===== src/rtl/tron_pkg.sv =====
// Direction codes and helpers shared by the player direction, update and draw logic.
// Directions are one-hot so draw_object can decode them without a lookup.
package tron_pkg;

    localparam logic [3:0] DIR_STOP  = 4'b0000;
    localparam logic [3:0] DIR_UP    = 4'b0001;
    localparam logic [3:0] DIR_DOWN  = 4'b0010;
    localparam logic [3:0] DIR_LEFT  = 4'b0100;
    localparam logic [3:0] DIR_RIGHT = 4'b1000;

    function automatic logic [3:0] reverse_dir(input logic [3:0] dir);
        logic [3:0] rev;
        case (dir)
            DIR_UP:    rev = DIR_DOWN;
            DIR_DOWN:  rev = DIR_UP;
            DIR_LEFT:  rev = DIR_RIGHT;
            DIR_RIGHT: rev = DIR_LEFT;
            default:   rev = DIR_STOP;
        endcase
        return rev;
    endfunction

endpackage


===== src/rtl/player_dir_encoder_if.sv =====
// Control, button and direction-code bundle between the board/game logic and one encoder.
// master drives controls and raw buttons; slave (the encoder) returns p_info/pending.
interface player_dir_encoder_if;

    logic       dflt;
    logic       run;
    logic       frame_tick;
    logic       btn_up;
    logic       btn_down;
    logic       btn_left;
    logic       btn_right;
    logic [3:0] p_info;
    logic       pending;

    modport master (
        output dflt, run, frame_tick, btn_up, btn_down, btn_left, btn_right,
        input  p_info, pending
    );

    modport slave (
        input  dflt, run, frame_tick, btn_up, btn_down, btn_left, btn_right,
        output p_info, pending
    );

endinterface


===== src/rtl/btn_debounce.sv =====
// Synchronises one raw button and emits a 1-cycle press pulse once it has been stably high.
// Press appears DEBOUNCE_CYCLES+2 edges after the button is first sampled; release is silent.
module btn_debounce #(
    parameter int DEBOUNCE_CYCLES = 250000
) (
    input  logic clock,
    input  logic reset,
    input  logic btn_raw,
    output logic press
);

    localparam int CW = $clog2(DEBOUNCE_CYCLES + 1);
    localparam logic [CW-1:0] LAST_MISMATCH = CW'(DEBOUNCE_CYCLES - 1);

    logic [1:0]    r_sync;
    logic          r_stable;
    logic [CW-1:0] r_cnt;
    logic          r_press;

    logic w_sync_out;
    logic w_mismatch;
    logic w_flip;

    assign w_sync_out = r_sync[1];
    assign w_mismatch = (w_sync_out != r_stable);
    // The flip happens on the DEBOUNCE_CYCLES-th consecutive mismatching cycle.
    assign w_flip     = w_mismatch && (r_cnt == LAST_MISMATCH);

    always_ff @(posedge clock) begin
        if (reset) begin
            r_sync   <= 2'b00;
            r_stable <= 1'b0;
            r_cnt    <= '0;
            r_press  <= 1'b0;
        end else begin
            r_sync  <= {r_sync[0], btn_raw};
            r_press <= w_flip && w_sync_out;
            if (!w_mismatch) begin
                r_cnt <= '0;
            end else if (w_flip) begin
                r_cnt    <= '0;
                r_stable <= w_sync_out;
            end else begin
                r_cnt <= r_cnt + CW'(1);
            end
        end
    end

    assign press = r_press;

endmodule


===== src/rtl/player_dir_encoder.sv =====
// Turns four debounced buttons into a frame-stable one-hot direction, rejecting reversals.
// One queued turn commits on frame_tick&&run; p_info/pending are registered from next-state.
module player_dir_encoder
    import tron_pkg::*;
#(
    parameter int         DEBOUNCE_CYCLES = 250000,
    parameter logic [3:0] START_DIR       = DIR_RIGHT
) (
    input  logic                 clock,
    input  logic                 reset,
    player_dir_encoder_if.slave  bus
);

    logic [3:0] w_press;
    logic [3:0] w_cand;
    logic       w_legal;
    logic [3:0] w_req_queued;
    logic [3:0] w_cur_next;
    logic [3:0] w_req_next;

    logic [3:0] r_cur_dir;
    logic [3:0] r_req;
    logic [3:0] r_p_info;
    logic       r_pending;

    btn_debounce #(.DEBOUNCE_CYCLES(DEBOUNCE_CYCLES)) u_deb_up (
        .clock(clock), .reset(reset), .btn_raw(bus.btn_up), .press(w_press[0])
    );
    btn_debounce #(.DEBOUNCE_CYCLES(DEBOUNCE_CYCLES)) u_deb_down (
        .clock(clock), .reset(reset), .btn_raw(bus.btn_down), .press(w_press[1])
    );
    btn_debounce #(.DEBOUNCE_CYCLES(DEBOUNCE_CYCLES)) u_deb_left (
        .clock(clock), .reset(reset), .btn_raw(bus.btn_left), .press(w_press[2])
    );
    btn_debounce #(.DEBOUNCE_CYCLES(DEBOUNCE_CYCLES)) u_deb_right (
        .clock(clock), .reset(reset), .btn_raw(bus.btn_right), .press(w_press[3])
    );

    always_comb begin
        w_cand = DIR_STOP;
        if (w_press[0])      w_cand = DIR_UP;
        else if (w_press[1]) w_cand = DIR_DOWN;
        else if (w_press[2]) w_cand = DIR_LEFT;
        else if (w_press[3]) w_cand = DIR_RIGHT;
    end

    // Legality uses the committed direction, so a queued turn cannot enable a reversal.
    assign w_legal = (w_cand != DIR_STOP) && (w_cand != r_cur_dir)
                     && (w_cand != reverse_dir(r_cur_dir));

    always_comb begin
        w_req_queued = w_legal ? w_cand : r_req;
        w_cur_next   = r_cur_dir;
        w_req_next   = w_req_queued;
        if (bus.dflt) begin
            w_cur_next = START_DIR;
            w_req_next = DIR_STOP;
        end else if (bus.frame_tick && bus.run && (w_req_queued != DIR_STOP)) begin
            w_cur_next = w_req_queued;
            w_req_next = DIR_STOP;
        end
    end

    always_ff @(posedge clock) begin
        if (reset) begin
            r_cur_dir <= START_DIR;
            r_req     <= DIR_STOP;
            r_p_info  <= DIR_STOP;
            r_pending <= 1'b0;
        end else begin
            r_cur_dir <= w_cur_next;
            r_req     <= w_req_next;
            r_p_info  <= bus.run ? w_cur_next : DIR_STOP;
            r_pending <= (w_req_next != DIR_STOP);
        end
    end

    assign bus.p_info  = r_p_info;
    assign bus.pending = r_pending;

endmodule

===== src/flat_wrapper.sv =====
// flat-port wrapper written by rule: the top's interface ports become plain ports
module player_dir_encoder_flat import tron_pkg::*;
#(
    parameter int         DEBOUNCE_CYCLES = 250000,
    parameter logic [3:0] START_DIR       = DIR_RIGHT
)
  (clock, reset, bus_dflt, bus_run, bus_frame_tick, bus_btn_up, bus_btn_down, bus_btn_left, bus_btn_right, bus_p_info, bus_pending);
  player_dir_encoder_if bus_i ();
  input  logic clock;
  input  logic reset;
  input wire logic [$bits(bus_i.dflt)-1:0] bus_dflt;
  input wire logic [$bits(bus_i.run)-1:0] bus_run;
  input wire logic [$bits(bus_i.frame_tick)-1:0] bus_frame_tick;
  input wire logic [$bits(bus_i.btn_up)-1:0] bus_btn_up;
  input wire logic [$bits(bus_i.btn_down)-1:0] bus_btn_down;
  input wire logic [$bits(bus_i.btn_left)-1:0] bus_btn_left;
  input wire logic [$bits(bus_i.btn_right)-1:0] bus_btn_right;
  output wire logic [$bits(bus_i.p_info)-1:0] bus_p_info;
  output wire logic [$bits(bus_i.pending)-1:0] bus_pending;
  assign bus_i.dflt = bus_dflt;
  assign bus_i.run = bus_run;
  assign bus_i.frame_tick = bus_frame_tick;
  assign bus_i.btn_up = bus_btn_up;
  assign bus_i.btn_down = bus_btn_down;
  assign bus_i.btn_left = bus_btn_left;
  assign bus_i.btn_right = bus_btn_right;
  assign bus_p_info = bus_i.p_info;
  assign bus_pending = bus_i.pending;
  player_dir_encoder #(.DEBOUNCE_CYCLES(DEBOUNCE_CYCLES), .START_DIR(START_DIR)) u_core (.clock(clock), .reset(reset), .bus(bus_i));
endmodule

===== config.mk =====
export PLATFORM = sky130hd
export DESIGN_NAME = player_dir_encoder_flat
export DESIGN_NICKNAME = d
export VERILOG_FILES = /design/src/rtl/tron_pkg.sv /design/src/rtl/player_dir_encoder_if.sv /design/src/rtl/btn_debounce.sv /design/src/rtl/player_dir_encoder.sv /design/src/flat_wrapper.sv
export SDC_FILE = /design/constraint.sdc
export NUM_CORES = 1
export LEC_CHECK = 0
export CAP_MARGIN = 20
export CORE_MARGIN = 5
export CORE_UTILIZATION = 55
export CTS_CLUSTER_SIZE = 12
export DETAILED_ROUTE_END_ITERATION = 10
export PLACE_DENSITY_LB_ADDON = 0.3
export SLEW_MARGIN = 20
export SYNTH_ARGS = -nofsm -noshare
export SYNTH_HDL_FRONTEND = slang
export SYNTH_HIERARCHICAL = 1
export SYNTH_SLANG_ARGS = --single-unit

===== constraint.sdc =====
create_clock -name clock -period 2.1 [get_ports clock]
set_clock_uncertainty 0.1 [all_clocks]
set_input_delay 0.21 -clock clock [delete_from_list [all_inputs] [get_ports clock]]
set_output_delay 0.21 -clock clock [all_outputs]
set_load 0.005 [all_outputs]

==> results.md <==
- Number of global-route vias before repair: 3719
- Crit. End Element: flip-flop
- Worst Hold Class: input pin to flip-flop
- Routed wire per std cell: 14.46 µm
- Slowest CP cell: or3_4
- ANT cells: 0
- Detail Route Antenna Nets: 0
- Critical path cell sequence: nor4b_4 -> a22o_1 -> o21a_1 -> or3_4 -> buf_4 -> a22oi_2 -> a21oi_1 -> o211ai_1
- Area share of fa/ha/maj cells after synthesis: 1.046%
- Grt ovf: 0
- Final Instance Area: 5540 µm²
- Initial core utilization: 55.68%
- CTS tree: yes
- Seq cells post-synth: 101
- Power Density: 596.3 nW/µm²
- Synth cell types: 53
- Layout net count: 571
- Max cap viols: 0
- Sink Count: 101
- Area Overhead vs Synth: 15.79%
- Ys flop type: dfxtp_1
- Core area: 8593 µm²
- CTS clk-pin slew, worst paths: 0.10 ns
- Worst endpoint required time: 2.28 ns
- Die area: 10660 µm²
- Routability cong.: 0.8298
- # IOs: 14
- Arrival @ worst endpoint: 2.47 ns
- Placed Area: 5187 µm²
- Vias per cell: 5.741
- Total CTS buffers: 9
- Post-Syn Instances: 518
- Crit Path Max Fanout: 8
- Crit Path Class: flip-flop to flip-flop
- Max Clk Rate: 435.7 MHz
- Leakage: 1.706 nW
- Final worst setup slack: -0.1953 ns
- RSZ-0062 raised after global routing: yes
- Total iterations of the first detailed-routing run: 5
- Final setup vio count: 10
- I/O Buffers: 13
- First-pass GRT wire length: 16390 µm
- Vias after detailed routing: 3852
- Failing checks: negative setup slack
- Global-route usage over all layers: 19.01%
- VDD IR max: 0.3508 mV
- Largest net degree at the start of global routing: 25
- Largest family of logic cells by synthesized area: simple AND/OR/NAND/NOR gates
- Post-synth EDFFs: 0
- Top cell type's share of synthesized area: 42.26%
- Register area share after synthesis: 42.26%
- Post-Synth Simple-Gate Area: 32.58%
- H-tree levels: 3
- DRC: 0
- Slew headroom: 66.15%
- Syn Nets: 531
- Max-slew violation count: 0
- Final Hold Vio Count: 0
- Rows: 34
- CP Launch Type: flip-flop
- Status: finished with violations
- Buf+Inv Stages, Crit Path: 1
- Worst slew pin tran: 0.5006 ns
- Yosys warning count: 6
- CTS root buf: clkbuf_8
- CTS Buffer Depth: 2
- Ys async rst share: 0%
- Initial antenna violation count: 0
- Tmin final: 2.295 ns
- Leading post-synthesis cells by cell area: dfxtp_1 (42%), xnor2_1 (12%), nor2_1 (6.6%)
- Fin Setup TNS: -1.178 ns
- Die X: 103.3 µm
- Mux cell area share after synthesis: 0%
- Clk_lat worst skew: 0.37 ns
- # fillers: 715
- Routed WL: 9703 µm
- Post-synthesis compound-gate area fraction: 8.107%
- Power, Total: 0.003303 W
- Final HPWL DP: 6525 µm
- Max stage delay on crit path: 0.47 ns
- Fin crit share: 109.3%
- Mapped Avg Cell Area: 9.237 µm²
- Synthesized area: 4785 µm²
- Area leader, netlist: dfxtp_1
- CP top delay family: compound AO/OA/AOI/OAI gates
- Layout cell share with drive strength beyond 1: 16.87%
- Xor-xnor portion of the synthesized cell area: 12.81%
- Die height: 103.3 µm
- DRT iter0 DRCs: 95
[through the flow]
stage          worst slack [ns]  instances  utilization [%]  hold WS (ns)
5_1_grt                 -0.3078        671            64.47        0.2918
3_5_place_dp            -0.3447        650            60.37        0.3269
2_1_floorplan          -0.01858        518                -        0.1790
3_3_place_gp            -0.1292        650            60.37        0.3275
4_1_cts                 -0.1131        669            63.79        0.2839
6_report                -0.1953        671            64.47        0.3028
[worst paths after layout]
kind | slack (ns) | depth (start not counted) | endpoint | startpoint
worst min register to register | 0.35 | 1 | u_core/u_deb_left/r_sync[1] | u_core/u_deb_left/r_sync[0]
worst max register to register | -0.20 | 8 | u_core/r_cur_dir[3] | u_core/r_cur_dir[1]
worst min-delay path | 0.30 | 2 | u_core/u_deb_up/r_sync[0] | bus_btn_up
worst max-delay path | -0.20 | 8 | u_core/r_cur_dir[3] | u_core/r_cur_dir[1]
[cell usage after synthesis, drive strengths merged (4+ instances only)]
cell,instances
a21oi,13
and3,4
buf,12
dfxtp,101
ha,4
inv,20
nand2,27
nand3,21
nand4,21
nand4b,4
nor2,85
nor2b,10
nor3,20
nor3b,5
nor4,30
nor4b,14
nor4bb,4
o21ai,10
o31ai,6
or3,10
or4,4
xnor2,66
xor2,4
[state kept, by name, indices dropped and copies added (netlist names), 2 cells and up]
name,count
u_core/bus.p_info,4
u_core/r_cur_dir,4
u_core/r_req,4
u_core/u_deb_down/r_cnt,18
u_core/u_deb_down/r_sync,2
u_core/u_deb_left/r_cnt,18
u_core/u_deb_left/r_sync,2
u_core/u_deb_right/r_cnt,18
u_core/u_deb_right/r_sync,2
u_core/u_deb_up/r_cnt,18
u_core/u_deb_up/r_sync,2
[worst reg2reg max path, stage by stage, from the launching register on]
cell and delay [ns]:
dfxtp_4 0.40, nor4b_4 0.15, a22o_1 0.24, o21a_1 0.24
or3_4 0.47, buf_4 0.16, a22oi_2 0.17, a21oi_1 0.10
o211ai_1 0.18
[cells in the final DEF, fill, tap and decap left out, drive strengths merged, types with 13 or more instances in the layout]
master / netlist / final
inv: 20 / 23
nand4: 21 / 21
nor4: 30 / 30
nand2: 27 / 27
dfxtp: 101 / 101
xnor2: 66 / 66
nor3: 20 / 20
a21oi: 13 / 13
buf: 12 / 28
nand3: 21 / 21
clkdlybuf4s50: 0 / 13
nor4b: 14 / 14
nor2: 85 / 85
[where the power goes]
part | switching (W) | total (W) | internal, W
Clock | 0.000699 | 0.00130 | 0.000605
Sequential | 0.00000703 | 0.00193 | 0.00192
Combinational | 0.0000399 | 0.0000727 | 0.0000328
Total | 0.000746 | 0.00330 | 0.00256
[what timing repair did]
action | CTS | global route
hold endpoints to repair | 0 | 0
pin swaps | 5 | 7
gates resized for setup | 16 | 8
hold buffers | 0 | 0
setup buffers | 3 | 2
endpoints found under the setup margin | 11 | 10
[cells by family after synthesis]
family,count (synthesis)
buffers and inverters,32
adders and majority gates,4
DFF,101
AOI/OAI and AO/OA,48
xor gates and xnor gates,70
and+or+nand+nor,263
[per-layer routing]
layer  GRT usage [%]  wire length [µm]
met1           22.90              4382
met2           33.30              4784
met3           3.890               358
met4           7.271               178
met5               0                 0
[final cells by class]
class	instances	area (µm²)	area share (%)
clock buffers	10	137.6	2.484
clock inverters	6	76.32	1.378
inverters	20	75.07	1.355
multi-input cells	385	2719	49.07
flip-flops and latches	101	2041	36.83
well taps	108	135.1	2.439
repair buffers	41	356.6	6.436
No activity file was read; power rests on OpenSTA's default activity.
